File: config.mk
export PLATFORM = sky130hd
export DESIGN_NAME = mem_port_arbiter
export DESIGN_NICKNAME = d
export VERILOG_FILES = /design/src/rtl/mem_port_arbiter_pkg.sv /design/src/rtl/mem_port_arbiter_otx_fifo.sv /design/src/rtl/mem_port_arbiter.sv
export SDC_FILE = /design/constraint.sdc
export NUM_CORES = 1
export LEC_CHECK = 0
export ABC_AREA = 1
export ABC_CLOCK_PERIOD_IN_PS = 1500
export BUFFER_PORTS_ARGS = -buffer_cell sky130_fd_sc_hd__buf_2
export CAP_MARGIN = 20
export CORE_MARGIN = 10
export CORE_UTILIZATION = 25
export DETAILED_ROUTE_END_ITERATION = 10
export PLACE_DENSITY = 0.75
export SLEW_MARGIN = 10
export SYNTH_ARGS = -nofsm -noshare
export SYNTH_HDL_FRONTEND = slang
export SYNTH_SLANG_ARGS = --single-unit
File: constraint.sdc
create_clock -name clk_i -period 1.5 [get_ports clk_i]
set_input_delay 0.225 -clock clk_i [delete_from_list [all_inputs] [get_ports clk_i]]
set_output_delay 0.225 -clock clk_i [all_outputs]
set_load 0.05 [all_outputs]
File: src/rtl/mem_port_arbiter_pkg.sv
// Shared definitions for the instruction/data memory port arbiter:
// owner encoding for the in-flight tracking FIFO and the grant type.
package mem_port_arbiter_pkg;

   localparam logic OWNER_I = 1'b0;
   localparam logic OWNER_D = 1'b1;

   localparam logic [3:0]  BE_ALL     = 4'hf;
   localparam logic [31:0] WDATA_NONE = 32'h0000_0000;

   typedef enum logic {
      GNT_I = 1'b0,
      GNT_D = 1'b1
   } gnt_e;

   // Unlocked arbitration decision; an idle port pair defaults to the instruction side.
   function automatic gnt_e arb_pick(
      input logic ivalid,
      input logic dvalid,
      input gnt_e rr,
      input logic data_prio
   );
      gnt_e pick;
      if (ivalid && dvalid) begin
         pick = data_prio ? GNT_D : rr;
      end else if (dvalid) begin
         pick = GNT_D;
      end else begin
         pick = GNT_I;
      end
      return pick;
   endfunction

   function automatic logic gnt_owner(input gnt_e gnt);
      logic owner;
      if (gnt == GNT_D) begin
         owner = OWNER_D;
      end else begin
         owner = OWNER_I;
      end
      return owner;
   endfunction

endpackage

File: src/rtl/mem_port_arbiter_otx_fifo.sv
// One-bit-wide owner FIFO recording which port issued each in-flight transaction.
// Pointers carry an extra wrap bit so full and empty are distinguished without a counter.
module mem_port_arbiter_otx_fifo
   import mem_port_arbiter_pkg::*;
#(
   parameter int C_OTX_SZX = 2
) (
   input  logic clk_i,
   input  logic resetb_i,
   input  logic clk_en_i,
   input  logic push_i,
   input  logic push_owner_i,
   input  logic pop_i,
   output logic full_o,
   output logic empty_o,
   output logic head_o
);

   localparam int                 DEPTH   = 2 ** C_OTX_SZX;
   localparam logic [C_OTX_SZX:0] DEPTH_W = (C_OTX_SZX + 1)'(DEPTH);
   localparam logic [C_OTX_SZX:0] PTR_ONE = (C_OTX_SZX + 1)'(1);

   logic [DEPTH-1:0]   mem_r;
   logic [C_OTX_SZX:0] wr_ptr_r;
   logic [C_OTX_SZX:0] rd_ptr_r;
   logic [C_OTX_SZX:0] count_s;
   logic               do_push_s;
   logic               do_pop_s;

   assign count_s   = wr_ptr_r - rd_ptr_r;
   assign full_o    = (count_s == DEPTH_W);
   assign empty_o   = (wr_ptr_r == rd_ptr_r);
   assign head_o    = mem_r[rd_ptr_r[C_OTX_SZX-1:0]];
   assign do_push_s = push_i && !full_o;
   assign do_pop_s  = pop_i && !empty_o;

   // Owner storage and wrap pointers; a simultaneous push and pop leaves the occupancy unchanged.
   always_ff @(posedge clk_i or negedge resetb_i) begin
      if (!resetb_i) begin
         mem_r    <= {DEPTH{OWNER_I}};
         wr_ptr_r <= '0;
         rd_ptr_r <= '0;
      end else if (clk_en_i) begin
         if (do_push_s) begin
            mem_r[wr_ptr_r[C_OTX_SZX-1:0]] <= push_owner_i;
            wr_ptr_r                       <= wr_ptr_r + PTR_ONE;
         end
         if (do_pop_s) begin
            rd_ptr_r <= rd_ptr_r + PTR_ONE;
         end
      end
   end

endmodule

File: src/rtl/mem_port_arbiter.sv
// Shares one memory request/response port between instruction fetch and the data port.
// Requests are arbitrated combinationally; in-order responses are steered by the owner FIFO head.
module mem_port_arbiter
   import mem_port_arbiter_pkg::*;
#(
   parameter int C_OTX_SZX   = 2,
   parameter int C_DATA_PRIO = 0
) (
   input  logic        clk_i,
   input  logic        resetb_i,
   input  logic        clk_en_i,

   output logic        ireqready_o,
   input  logic        ireqvalid_i,
   input  logic [1:0]  ireqhpl_i,
   input  logic [31:0] ireqaddr_i,
   input  logic        irspready_i,
   output logic        irspvalid_o,
   output logic        irsprerr_o,
   output logic [31:0] irspdata_o,

   output logic        dreqready_o,
   input  logic        dreqvalid_i,
   input  logic [1:0]  dreqhpl_i,
   input  logic [31:0] dreqaddr_i,
   input  logic        dreqwr_i,
   input  logic [3:0]  dreqbe_i,
   input  logic [31:0] dreqwdata_i,
   input  logic        drspready_i,
   output logic        drspvalid_o,
   output logic        drsprerr_o,
   output logic        drspwerr_o,
   output logic [31:0] drspdata_o,

   input  logic        mreqready_i,
   output logic        mreqvalid_o,
   output logic [1:0]  mreqhpl_o,
   output logic [31:0] mreqaddr_o,
   output logic        mreqwr_o,
   output logic [3:0]  mreqbe_o,
   output logic [31:0] mreqwdata_o,
   output logic        mrspready_o,
   input  logic        mrspvalid_i,
   input  logic        mrsprerr_i,
   input  logic        mrspwerr_i,
   input  logic [31:0] mrspdata_i
);

   localparam logic DATA_PRIO = (C_DATA_PRIO != 0);

   gnt_e gnt_s;
   gnt_e lock_gnt_r;
   gnt_e rr_r;
   logic lock_r;
   logic gnt_valid_s;
   logic contend_s;
   logic accept_s;
   logic pop_s;
   logic full_s;
   logic empty_s;
   logic head_s;

   // A stalled request keeps its grant so the payload cannot change under the memory side.
   always_comb begin
      gnt_s = GNT_I;
      if (lock_r) begin
         gnt_s = lock_gnt_r;
      end else begin
         gnt_s = arb_pick(ireqvalid_i, dreqvalid_i, rr_r, DATA_PRIO);
      end
   end

   // Request payload mux; instruction fetches are full-word reads.
   always_comb begin
      gnt_valid_s = 1'b0;
      mreqhpl_o   = 2'b00;
      mreqaddr_o  = 32'h0000_0000;
      mreqwr_o    = 1'b0;
      mreqbe_o    = BE_ALL;
      mreqwdata_o = WDATA_NONE;
      if (gnt_s == GNT_D) begin
         gnt_valid_s = dreqvalid_i;
         mreqhpl_o   = dreqhpl_i;
         mreqaddr_o  = dreqaddr_i;
         mreqwr_o    = dreqwr_i;
         mreqbe_o    = dreqbe_i;
         mreqwdata_o = dreqwdata_i;
      end else begin
         gnt_valid_s = ireqvalid_i;
         mreqhpl_o   = ireqhpl_i;
         mreqaddr_o  = ireqaddr_i;
         mreqwr_o    = 1'b0;
         mreqbe_o    = BE_ALL;
         mreqwdata_o = WDATA_NONE;
      end
   end

   assign contend_s   = ireqvalid_i && dreqvalid_i;
   assign mreqvalid_o = gnt_valid_s && !full_s;
   assign ireqready_o = (gnt_s == GNT_I) && mreqready_i && !full_s && clk_en_i;
   assign dreqready_o = (gnt_s == GNT_D) && mreqready_i && !full_s && clk_en_i;
   assign accept_s    = mreqvalid_o && mreqready_i && clk_en_i;

   // Response steering; the FIFO head names the port that owns the oldest transaction.
   assign mrspready_o = !empty_s && clk_en_i &&
                        ((head_s == OWNER_D) ? drspready_i : irspready_i);
   assign irspvalid_o = mrspvalid_i && !empty_s && (head_s == OWNER_I);
   assign drspvalid_o = mrspvalid_i && !empty_s && (head_s == OWNER_D);
   assign pop_s       = mrspvalid_i && mrspready_o;

   assign irsprerr_o  = mrsprerr_i;
   assign irspdata_o  = mrspdata_i;
   assign drsprerr_o  = mrsprerr_i;
   assign drspwerr_o  = mrspwerr_i;
   assign drspdata_o  = mrspdata_i;

   // Lock and round-robin state; the pointer only moves when a contended request is taken.
   always_ff @(posedge clk_i or negedge resetb_i) begin
      if (!resetb_i) begin
         lock_r     <= 1'b0;
         lock_gnt_r <= GNT_I;
         rr_r       <= GNT_I;
      end else if (clk_en_i) begin
         lock_r     <= mreqvalid_o && !mreqready_i;
         lock_gnt_r <= gnt_s;
         if (accept_s && contend_s) begin
            rr_r <= (gnt_s == GNT_D) ? GNT_I : GNT_D;
         end
      end
   end

   mem_port_arbiter_otx_fifo #(
      .C_OTX_SZX (C_OTX_SZX)
   ) u_otx_fifo (
      .clk_i        (clk_i),
      .resetb_i     (resetb_i),
      .clk_en_i     (clk_en_i),
      .push_i       (accept_s),
      .push_owner_i (gnt_owner(gnt_s)),
      .pop_i        (pop_s),
      .full_o       (full_s),
      .empty_o      (empty_s),
      .head_o       (head_s)
   );

endmodule

== Word level (Yosys, flattened, before mapping) ==
Index checks and enable logic that the tools add are counted.

* Bits in registers: 13
* Bits of input ports: 148
* Word-level logic and storage cells: 60

* Add/sub/neg operators: 3
* Order comparisons: 3
* Equal/unequal tests: 2
* Muxes and demuxes: 17
* Bitwise gates (word level): 2
* Reduce and logical (&&, ||, !) cells: 27

{| class="wikitable"
|+ Operators with widths
! operator !! number
|-
| $mux W32 || 2
|-
| $logic_and A1 B1 Y1 || 21
|-
| $mux W1 || 10
|-
| $add A3 B1 Y3 const B || 2
|-
| $lt A2 B3 Y1 const B || 2
|-
| $reduce_and A2 Y1 || 3
|-
| $bwmux W4 || 1
|-
| $mux W4 || 1
|-
| $eq A3 B3 Y1 || 1
|-
| $eq A3 B3 Y1 const B || 1
|-
| $logic_not A1 Y1 || 3
|-
| $sub A3 B3 Y3 || 1
|-
| $bmux W1 S2 || 1
|-
| $demux W1 S2 || 1
|-
| $ge A2 B1 Y1 const B || 1
|-
| $mux W2 || 1
|-
| $not A1 Y1 || 2
|}

== Logic depth before layout (Yosys ltp) ==
Gate-level depths: netlist of the first run.

* Depth in word-level cells: 9
* Mapped depth: 11
* Gate-level depth less buffers: 11

== Cells and area by module ==
A second synthesis of the first run with hierarchy kept.

* Cells, all modules: 378
* Area total of the unflattened synthesis: 2217.1 µm²

{| class="wikitable"
|+ Modules (own cells, without submodules)
! module !! times used !! cells an instance !! area each (µm²)
|-
| mem_port_arbiter || 1 || 295 || 1547.7
|-
| mem_port_arbiter_otx_fifo || 1 || 83 || 669.4
|}

== Least setup slack after synthesis of the first run ==
Ideal clock, no wire load.

* Kind: reg2out
* Start: register u_otx_fifo.rd_ptr_r[1]
* End: output port dreqready_o
* Arrival: 1834 ps
* Data required time: 1275 ps
* Path slack: -559 ps
* Stages on the path, launching flop included: 8
* Path buffers: 0
* Cells stage by stage: dfrtp_1 > inv_1 > ha_1 > a21oi_1 > nand2_1 > nand3_4 > nand2_4 > nor2_1

* Word-level cells in the longest chain between the ends: 5

{| class="wikitable"
|+ Ends and longest elaborated chain
! item !! RTL line !! RTL
|-
| from (decl) || mem_port_arbiter_otx_fifo.sv:25 || <nowiki>logic [C_OTX_SZX:0] rd_ptr_r;</nowiki>
|-
| from (signal assigned) || mem_port_arbiter_otx_fifo.sv:49 || <nowiki>rd_ptr_r <= rd_ptr_r + PTR_ONE;</nowiki>
|-
| $sub A3 B3 Y3 || mem_port_arbiter_otx_fifo.sv:30 || <nowiki>assign count_s = wr_ptr_r - rd_ptr_r;</nowiki>
|-
| $eq A3 B3 Y1 || mem_port_arbiter_otx_fifo.sv:31 || <nowiki>assign full_o = (count_s == DEPTH_W);</nowiki>
|-
| $logic_not A1 Y1 || mem_port_arbiter.sv:101 || <nowiki>assign dreqready_o = (gnt_s == GNT_D) && mreqready_i && !full_s && clk_en_i;</nowiki>
|-
| $logic_and A1 B1 Y1 (2 in a row) || mem_port_arbiter.sv:101 ||
|-
| to (decl) || mem_port_arbiter.sv:22 || <nowiki>output logic dreqready_o,</nowiki>
|}

Every way passes these cells.

== Final worst setup path of the first run ==
* Start: register u_otx_fifo.wr_ptr_r[1]
* End: output port ireqready_o

* Word-level cells in the longest chain between the ends: 5

{| class="wikitable"
|+ Ends and longest elaborated chain
! item !! RTL line !! RTL
|-
| from (decl) || mem_port_arbiter_otx_fifo.sv:24 || <nowiki>logic [C_OTX_SZX:0] wr_ptr_r;</nowiki>
|-
| from (signal assigned) || mem_port_arbiter_otx_fifo.sv:46 || <nowiki>wr_ptr_r <= wr_ptr_r + PTR_ONE;</nowiki>
|-
| $sub A3 B3 Y3 || mem_port_arbiter_otx_fifo.sv:30 ||
|-
| $eq A3 B3 Y1 || mem_port_arbiter_otx_fifo.sv:31 ||
|-
| $logic_not A1 Y1 || mem_port_arbiter.sv:100 || <nowiki>assign ireqready_o = (gnt_s == GNT_I) && mreqready_i && !full_s && clk_en_i;</nowiki>
|-
| $logic_and A1 B1 Y1 (2 in a row) || mem_port_arbiter.sv:100 ||
|-
| to (decl) || mem_port_arbiter.sv:13 || <nowiki>output logic ireqready_o,</nowiki>
|}

Every way passes these cells.

==> results of run 1 <==
==> sequential cells by signal (all words and copies together) (netlist names) <==
| signal | cells |
|---|---|
| lock_gnt_r | 1 |
| lock_r | 1 |
| rr_r | 1 |
| u_otx_fifo.mem_r | 4 |
| u_otx_fifo.rd_ptr_r | 3 |
| u_otx_fifo.wr_ptr_r | 3 |
==> cell families (layout without fill, tap and decap cells) <==
group	Yosys count	count (layout)	synth area share, %
AO/OA/AOI/OAI	7	7	1.63
XOR/XNOR	1	1	0.408
adder cells (fa/ha/maj)	7	7	4.07
buffers and inverters	133	299	35.8
flip-flops	13	13	15.1
other	0	1	0
AND/OR/NAND/NOR	223	224	43.0
==> per-layer routing <==
layer / share of wire (%) / GRT usage [%] / vias to the layer above
met2: 56 / 35.1 / 144
met3: 8.7 / 5.65 / 40
met4: 2.9 / 6.94 / 2
met1: 32 / 16.8 / 1363
li1: - / - / 1399
met5: 0.10 / 0 / -
==> worst min-delay path: cells and delay by family <==
kind | cells | cell delay, ps
buffers and inverters | 1 | 80
AO/OA/AOI/OAI | 1 | 60
AND/OR/NAND/NOR | 1 | 110
==> worst min path at each step <==
| stage | startpoint | to | slack, ps | cells after the start |
|---|---|---|---|---|
| after floorplan | resetb_i | lock_gnt_r$_DFFE_PN0P_ | -70 | 0 |
| after global placement | resetb_i | u_otx_fifo.mem_r[3]$_DFFE_PN0P_ | 130 | 1 |
| after detailed placement | resetb_i | u_otx_fifo.mem_r[3]$_DFFE_PN0P_ | 130 | 1 |
| after CTS | mreqready_i | lock_r$_DFFE_PN0P_ | 270 | 3 |
| after global routing | mreqready_i | lock_r$_DFFE_PN0P_ | 290 | 3 |
| final | mreqready_i | lock_r$_DFFE_PN0P_ | 260 | 3 |
==> power breakdown <==
part | total [mW] | switching, mW | internal (mW)
registers | 0.664 | 0.158 | 0.506
clock network | 0.325 | 0.137 | 0.188
logic | 8.63 | 5.06 | 3.58
==> cell type report <==
cell class	instances	area [sq um]	area share (%)
diodes	1	2.50	0.0540
clock buffers	4	45.0	0.973
inverters	54	223	4.81
multi-input cells	239	1690	36.4
flip-flops and latches	13	327	7.05
well taps	105	131	2.84
repair buffers	241	2220	47.9
==> cells in the final DEF (no fill, tap or decap), types with 2 or more instances in the layout <==
| cell type | Yosys | routed |
|---|---|---|
| or2_1 | 2 | 2 |
| buf_16 | 0 | 5 |
| inv_2 | 1 | 5 |
| clkbuf_16 | 0 | 2 |
| buf_6 | 0 | 42 |
| ha_1 | 7 | 5 |
| dfrtp_1 | 13 | 12 |
| nand3_1 | 11 | 9 |
| nor2_4 | 0 | 36 |
| nand2_4 | 1 | 17 |
| buf_2 | 9 | 113 |
| nor2_2 | 1 | 4 |
| nand3_2 | 0 | 2 |
| or2_4 | 0 | 2 |
| nand2_1 | 157 | 83 |
| nand2_2 | 2 | 59 |
| buf_4 | 69 | 30 |
| o21ai_1 | 2 | 2 |
| clkinvlp_4 | 0 | 2 |
| buf_12 | 0 | 7 |
| ha_4 | 0 | 2 |
| buf_8 | 0 | 41 |
| nand4_1 | 6 | 6 |
| inv_1 | 53 | 45 |
| clkbuf_8 | 0 | 3 |
==> metrics by stage <==
step / hold WS [ps] / cell area [sq um]
3_3_place_gp: 129 / 3340
6_report: 263 / 4630
5_1_grt: 287 / 4630
3_5_place_dp: 131 / 3340
4_1_cts: 274 / 4460
2_1_floorplan: -70.6 / 2530
==> what timing repair did <==
| item | 4_1_cts | 5_1_grt |
|---|---|---|
| cloned | 6 | 2 |
| hold buffers | 1 | 0 |
| pin swaps | 33 | 18 |
| hold endpoints to repair | 13 | 0 |
| buffers inserted | 19 | 3 |
| gates resized for setup | 247 | 43 |
| endpoints found under the setup margin | 88 | 89 |
==> summary.txt, run 1 <==
Global route
  • Pin count of the biggest net entering global routing: 18
  • First-pass GRT wire length: 18700 um
  • GRT overflow: 0
  • Total GRT Usage: 18.0%
  • Initial antenna violation count: 2
  • Vias in the first global route: 3347

Worst setup path
  • R2R cell count: 10
  • Origin of the critical flop-to-flop path: u_otx_fifo.wr_ptr_r[1]$_DFFE_PN0P_
  • Worst path bufs/invs: 1
  • WP data arrival: 1630 ps
  • Startpoint types: flop
  • Critical Path Source: u_otx_fifo.wr_ptr_r[1]$_DFFE_PN0P_
  • Critical Path, Cell by Cell: ha_4 > nand2_2 > nand2_2 > nand2_2 > nand3_4 > nand2_8 > nor2_4 > buf_8
  • Worst setup EP type: output pin
  • Critical R2R Capture: rr_r$_DFFE_PN0P_
  • Slowest cell on crit path: dfrtp_1
  • CP required: 1270 ps
  • Worst-path fanout max: 3
  • Setup Crit Path Kind: reg -> out
  • CP max stage delay: 410 ps
  • Crit path top cell by count: nand2_2
  • Top Family by Delay on Critical Path: simple AND/OR/NAND/NOR gates
  • Reg2Reg Setup Slack: -150 ps
  • CP Depth: 8
  • Crit path to: ireqready_o

Floorplan
  • Die Y: 113 um
  • Core area: 8300 sq um
  • Area of the die: 12700 sq um
  • Die width: 113 um
  • Top Ports: 292
  • FP Rows: 33
  • Starting Density: 25.9%

Timing
  • Setup TNS: -20110 ps
  • Endpoints failing setup: 88
  • Tcrit/Tclk final: 124%
  • Slew HR: 79.7%
  • Fmax: 0.539 GHz
  • Worst-margin pin slew: 305 ps
  • Final WS setup: -356 ps
  • Final Hold Vio Count: 0
  • Fin crit period: 1860 ps
  • Max-slew violations: 0
  • Setup Skew: 1.88 ps
  • RSZ-0062 raised after global routing: yes

Place
  • Dpl hpwl: 8910 um
  • Placed Instances: 630
  • PortBufs: 190
  • GPL Wtd Cong: 0.886
  • Pre-CTS WS: -182 ps

Synthesis
  • Top post-synthesis cells by area: nand2_1, buf_4, dfrtp_1, inv_1, nor2_1
  • Seq/Total Area, Yosys: 15.1%
  • Asr flop ratio synth: 100%
  • YS warnings: 0
  • Synth cell types: 22
  • Synth Net Count: 539
  • Post-synth top cells: nand2_1, buf_4, inv_1, nor2_1, dfrtp_1
  • Mapped Avg Cell Area: 5.60 sq um
  • Synth area leader: nand2_1
  • Yosys reg bits: 13
  • Ys flop type: dfrtp_1
  • Post-synth EDFFs: 0
  • Post-synth top area share: 27.4%
  • Count leader, synth: nand2_1
  • Synthesized area: 2150 sq um
  • Syn Inst Count: 384

Clock tree
  • CTS clk-pin slew, worst paths: 60 ps
  • Worst-skew pair later-pin latency: 250 ps
  • Clock Path Buffers: 2
  • Root Buffer Master: clkbuf_8
  • # clock sinks: 13
  • CTS tree: done
  • H-tree depth: 1
  • Total CTS buffers: 3

Pwr
  • Worst vdd ir: 0.883 mV
  • LEAKAGE: 2.54 nW
  • Total power draw: 9.62 mW
  • Pwr dens: 2080 nW/um^2

Drt
  • Routed Antenna Nets: 0
  • Vias: 2948
  • Initial DRC Count: 144
  • Router iterations before antenna repair: 4
  • Routed Wire Length: 12700 um
  • DR WL/cell: 19.3 um
  • Via density: 4.49
  • Drt drc: 0

Layout
  • Fraction of layout cells with a size suffix above 1: 69.5%
  • Area Growth Syn to Fin: 115%
  • Fin nets: 707
  • Final core occ: 55.8%
  • Final std cells w/o fill: 657
  • Fill cells: 712

Flow run
  • Maxcap violations: 0

Hold path
  • HP Class: in -> reg

Outcome
  • Outcome: finished with violations
  • Failing checks: setup timing
Power figures use the tool's default switching activity.
==> run 2, diff against run 1 <==
--- a/config.mk
+++ b/config.mk
@@ -9,10 +9,10 @@
 export ABC_CLOCK_PERIOD_IN_PS = 1500
 export BUFFER_PORTS_ARGS = -buffer_cell sky130_fd_sc_hd__buf_2
 export CAP_MARGIN = 20
-export CORE_MARGIN = 10
-export CORE_UTILIZATION = 25
+export CORE_AREA = 10 10 106 108
 export DETAILED_ROUTE_END_ITERATION = 10
-export PLACE_DENSITY = 0.75
+export DIE_AREA = 0 0 116 118
+export PLACE_DENSITY = 0.72
 export SLEW_MARGIN = 10
 export SYNTH_ARGS = -nofsm -noshare
 export SYNTH_HDL_FRONTEND = slang
==> summary.txt, run 2 (synthesized netlist as in run 1, its figures left out) <==
Outcome
  • Outcome: finished with violations
  • Failing checks: setup timing

Flow run
  • Maxcap violations: 0

Timing
  • RSZ-0062 raised after global routing: yes
  • Fin crit period: 1860 ps
  • Worst-margin pin slew: 285 ps
  • Final WS setup: -364 ps
  • Tcrit/Tclk final: 124%
  • Setup TNS: -23250 ps
  • Setup Skew: 1.28 ps
  • Worst Hold Slack: 287 ps
  • Slew HR: 81.0%
  • Fmax: 0.536 GHz
  • Max-slew violations: 0
  • Final Hold Vio Count: 0
  • Endpoints failing setup: 89

Pwr
  • Total power draw: 9.66 mW
  • Pwr dens: 2070 nW/um^2
  • Worst vdd ir: 0.802 mV
  • LEAKAGE: 2.56 nW

Global route
  • Initial antenna violation count: 0
  • Pin count of the biggest net entering global routing: 21
  • GRT overflow: 0
  • First-pass GRT wire length: 17600 um
  • Total GRT Usage: 16.3%
  • Vias in the first global route: 3246

Drt
  • Routed Antenna Nets: 0
  • Routed Wire Length: 11900 um
  • DR WL/cell: 17.9 um
  • Initial DRC Count: 168
  • Router iterations before antenna repair: 4
  • Drt drc: 0
  • Vias: 2864
  • Via density: 4.33

Layout
  • Fraction of layout cells with a size suffix above 1: 68.2%
  • Final core occ: 51.2%
  • Top reg by flops: u_otx_fifo.mem_r
  • Largest registers: u_otx_fifo.mem_r (4), u_otx_fifo.rd_ptr_r (3), u_otx_fifo.wr_ptr_r (3)
  • Ant diodes: 0
  • Area Growth Syn to Fin: 117%
  • Fin nets: 706
  • Max FFs per register: 4
  • Most common library cell in the layout ignoring fill and taps: buf_2
  • Final instance area: 4660 sq um
  • Most frequent cells in the layout: buf_2, nand2_1, inv_1

Floorplan
  • Die Y: 118 um
  • Top Ports: 292
  • Area of the die: 13700 sq um
  • Core area: 9110 sq um
  • FP Rows: 35
  • Die width: 116 um
  • Starting Density: 23.6%

Place
  • Cell Area, Placed: 3380 sq um
  • PortBufs: 190
  • GPL Wtd Cong: 0.915
  • Dpl hpwl: 8750 um

Clock tree
  • Root Buffer Master: clkbuf_8
  • H-tree depth: 1
  • Worst-skew pair later-pin latency: 250 ps
  • Clock Path Buffers: 2
  • CTS clk-pin slew, worst paths: 60 ps
  • Total CTS buffers: 3
  • # clock sinks: 13
  • CTS tree: done

Worst setup path
  • WP data arrival: 1640 ps
  • CP required: 1270 ps
  • Worst setup EP type: output pin
  • Worst-path fanout max: 8
  • Startpoint types: flop
  • Setup Crit Path Kind: reg -> out

Hold path
  • HP Class: in -> reg
## run 2: cell type report
class / instances / area (sq um)
multi-input cells: 239 / 1750
well taps: 111 / 139
repair buffers: 240 / 2180
inverters: 54 / 220
clock inverters: 1 / 5.00
flip-flops and latches: 13 / 325
fillers: 836 / 4450
clock buffers: 3 / 41.3
## run 2: report_power, final
part,total (mW),internal [mW],switching (mW)
sequential,0.626,0.504,0.122
clock,0.332,0.184,0.147
combinational,8.70,3.62,5.09
## run 2: routing by layer
metal  track usage (%)  up-vias  share of wire [%]
li1                  -     1401                  -
met1              17.1     1259                 36
met2              28.6      151                 51
met3              4.54       53                8.5
met4              8.22        0                4.5
met5                 0        -                  0
## run 2: final timing paths
| path | from | to | depth (start not counted) | slack [ps] |
|---|---|---|---|---|
| setup / recovery | lock_r$_DFFE_PN0P_ | mreqbe_o[3] | 7 | -360 |
| hold / removal | mreqready_i | lock_r$_DFFE_PN0P_ | 3 | 290 |
| setup reg to reg | u_otx_fifo.rd_ptr_r[1]$_DFFE_PN0P_ | u_otx_fifo.mem_r[3]$_DFFE_PN0P_ | 11 | -100 |
| hold reg to reg | u_otx_fifo.mem_r[3]$_DFFE_PN0P_ | u_otx_fifo.mem_r[3]$_DFFE_PN0P_ | 2 | 490 |
| max in group asynchronous | resetb_i | u_otx_fifo.rd_ptr_r[0]$_DFFE_PN0P_ | 2 | 900 |
| min in group asynchronous | resetb_i | u_otx_fifo.rd_ptr_r[2]$_DFFE_PN0P_ | 2 | 380 |
## run 2: per-stage QoR
step | cells | worst slack [ps]
2_1_floorplan | 384 | -141
3_3_place_gp | 637 | -144
3_5_place_dp | 637 | -161
4_1_cts | 658 | -329
5_1_grt | 661 | -423
6_report | 661 | -364
## run 2: what timing repair did
action | 4_1_cts | 5_1_grt
endpoints found under the setup margin | 85 | 89
buffers inserted | 11 | 3
hold buffers | 1 | 0
pin swaps | 35 | 17
gates cloned | 5 | 0
resized for setup | 246 | 47
endpoints found under the hold margin | 13 | 0
## run 2: worst max-delay path: stages (launching register included)
cell     delay [ps]
dfrtp_1         420
nor2_2          130
nand2_2          80
nand2_4         130
inv_8            90
buf_12          140
or2_4           230
buf_8           150
==> run 3, diff against run 2 <==
==> constraint.sdc (replaced) <==
create_clock -name clk_i -period 1.5 [get_ports clk_i]
set_input_delay 0.15 -clock clk_i [delete_from_list [all_inputs] [get_ports clk_i]]
set_output_delay 0.15 -clock clk_i [all_outputs]
set_load 0.05 [all_outputs]
==> summary.txt, run 3 (synthesized netlist as in run 1, its figures left out) <==
Outcome
  • Outcome: finished with violations
  • Failing checks: setup timing

Timing
  • Final WS setup: -334 ps
  • Final Hold Vio Count: 0
  • Worst-margin pin slew: 376 ps
  • Tcrit/Tclk final: 122%
  • Endpoints failing setup: 89
  • Worst Hold Slack: 176 ps
  • Slew HR: 75.0%
  • Setup Skew: 2.94 ps
  • Fmax: 0.545 GHz
  • Fin crit period: 1830 ps
  • Max-slew violations: 0
  • RSZ-0062 raised after global routing: yes
  • Setup TNS: -20630 ps

Place
  • PortBufs: 190
  • Dpl hpwl: 8710 um
  • Placed Instances: 635
  • Pre-CTS WS: -120 ps
  • GPL Wtd Cong: 0.854

Hold path
  • HP Start: mreqready_i
  • Number of cells on the worst hold path: 3
  • Worst Hold End: lock_r$_DFFE_PN0P_
  • HP Class: in -> reg

Floorplan
  • Starting Density: 23.6%
  • Area of the die: 13700 sq um
  • Die Y: 118 um
  • FP Rows: 35
  • Core area: 9110 sq um
  • Top Ports: 292
  • Die width: 116 um

Flow run
  • Maxcap violations: 0

Layout
  • Ant diodes: 0
  • Most frequent cells in the layout: buf_2, nand2_1, nand2_4, buf_8, inv_1
  • Largest registers: u_otx_fifo.mem_r (4), u_otx_fifo.rd_ptr_r (3), u_otx_fifo.wr_ptr_r (3)
  • Final std cells w/o fill: 660
  • Max FFs per register: 4
  • Most common library cell in the layout ignoring fill and taps: buf_2
  • Area Growth Syn to Fin: 134%
  • Fraction of layout cells with a size suffix above 1: 72.7%
  • Top reg by flops: u_otx_fifo.mem_r
  • Fin nets: 705

Pwr
  • Total power draw: 10.1 mW
  • LEAKAGE: 2.70 nW
  • Pwr dens: 2020 nW/um^2
  • Worst vdd ir: 1.28 mV

Drt
  • Routed Wire Length: 12500 um
  • Drt drc: 0
  • Initial DRC Count: 117
  • Routed Antenna Nets: 0
  • Vias: 2932
  • DR WL/cell: 19.0 um
  • Via density: 4.44
  • Router iterations before antenna repair: 5

Clock tree
  • Total CTS buffers: 3
  • Root Buffer Master: clkbuf_8
  • Worst-skew pair later-pin latency: 250 ps
  • CTS tree: done
  • CTS clk-pin slew, worst paths: 60 ps
  • Clock Path Buffers: 2
  • # clock sinks: 13
  • H-tree depth: 1

Worst setup path
  • R2R cell count: 11
  • Worst-path fanout max: 5
  • Setup Crit Path Kind: reg -> out
  • Critical R2R Capture: lock_r$_DFFE_PN0P_
  • Startpoint types: flop
  • WP data arrival: 1680 ps
  • Origin of the critical flop-to-flop path: u_otx_fifo.rd_ptr_r[1]$_DFFE_PN0P_
  • Worst setup EP type: output pin
  • Reg2Reg Setup Slack: -240 ps
  • CP required: 1350 ps

Global route
  • Pin count of the biggest net entering global routing: 14
  • First-pass GRT wire length: 17300 um
  • GRT overflow: 0
  • Vias in the first global route: 3148
  • Total GRT Usage: 15.8%
  • Initial antenna violation count: 0
run 3: worst max-delay path by stage:
stage | depth (start not counted) | startpoint | end
floorplan | 7 | lock_r$_DFFE_PN0P_ | mreqwdata_o[10]
global placement | 10 | u_otx_fifo.rd_ptr_r[1]$_DFFE_PN0P_ | mreqvalid_o
detailed placement | 8 | u_otx_fifo.rd_ptr_r[1]$_DFFE_PN0P_ | dreqready_o
CTS | 10 | u_otx_fifo.rd_ptr_r[1]$_DFFE_PN0P_ | mreqvalid_o
global route | 10 | u_otx_fifo.rd_ptr_r[1]$_DFFE_PN0P_ | mreqvalid_o
finish | 10 | u_otx_fifo.rd_ptr_r[1]$_DFFE_PN0P_ | mreqvalid_o
run 3: timing repair:
| item | CTS | global route |
|---|---|---|
| resized for setup | 294 | 139 |
| endpoints found under the setup margin | 89 | 89 |
| pin swaps | 26 | 44 |
| hold buffers | 1 | 0 |
| buffers inserted | 9 | 8 |
| cloned | 9 | 0 |
| endpoints found under the hold margin | 13 | 0 |
run 3: final cells by class:
class | count | area (sq um)
timing repair buffer | 239 | 2320
fill | 779 | 4090
tap | 111 | 139
multi-input combinational | 239 | 1960
clock buffer | 4 | 45.0
sequential | 13 | 325
inverter | 54 | 223
run 3: report_power, final:
part	leakage, nW	total (mW)	internal [mW]	switching [mW]
Clock	0.0228	0.321	0.188	0.133
Sequential	0.167	0.643	0.505	0.139
Combinational	2.51	9.17	3.93	5.24
Total	2.70	10.1	4.62	5.51
run 3: routing by layer:
layer,GRT usage (%),vias up,wire length (um)
met5,0,-,0
met4,4.85,0,295
met3,5.76,32,1430
met2,28.9,191,6480
met1,16.1,1317,4310
li1,-,1392,-
run 3: critical path, stage by stage, from the launching register on:
cell,delay [ps]
dfrtp_1,380
inv_2,90
ha_4,220
nand2_2,60
nand2_2,50
nand2_2,80
nand3_4,110
buf_6,160
nand2_4,60
clkinvlp_4,90
buf_12,150
run 3: metrics by stage:
step	cell area (sq um)	utilization (%)
3_3_place_gp	3180	34.9
5_1_grt	5020	55.1
4_1_cts	4510	49.5
6_report	5020	55.1
2_1_floorplan	2340	-
3_5_place_dp	3180	34.9
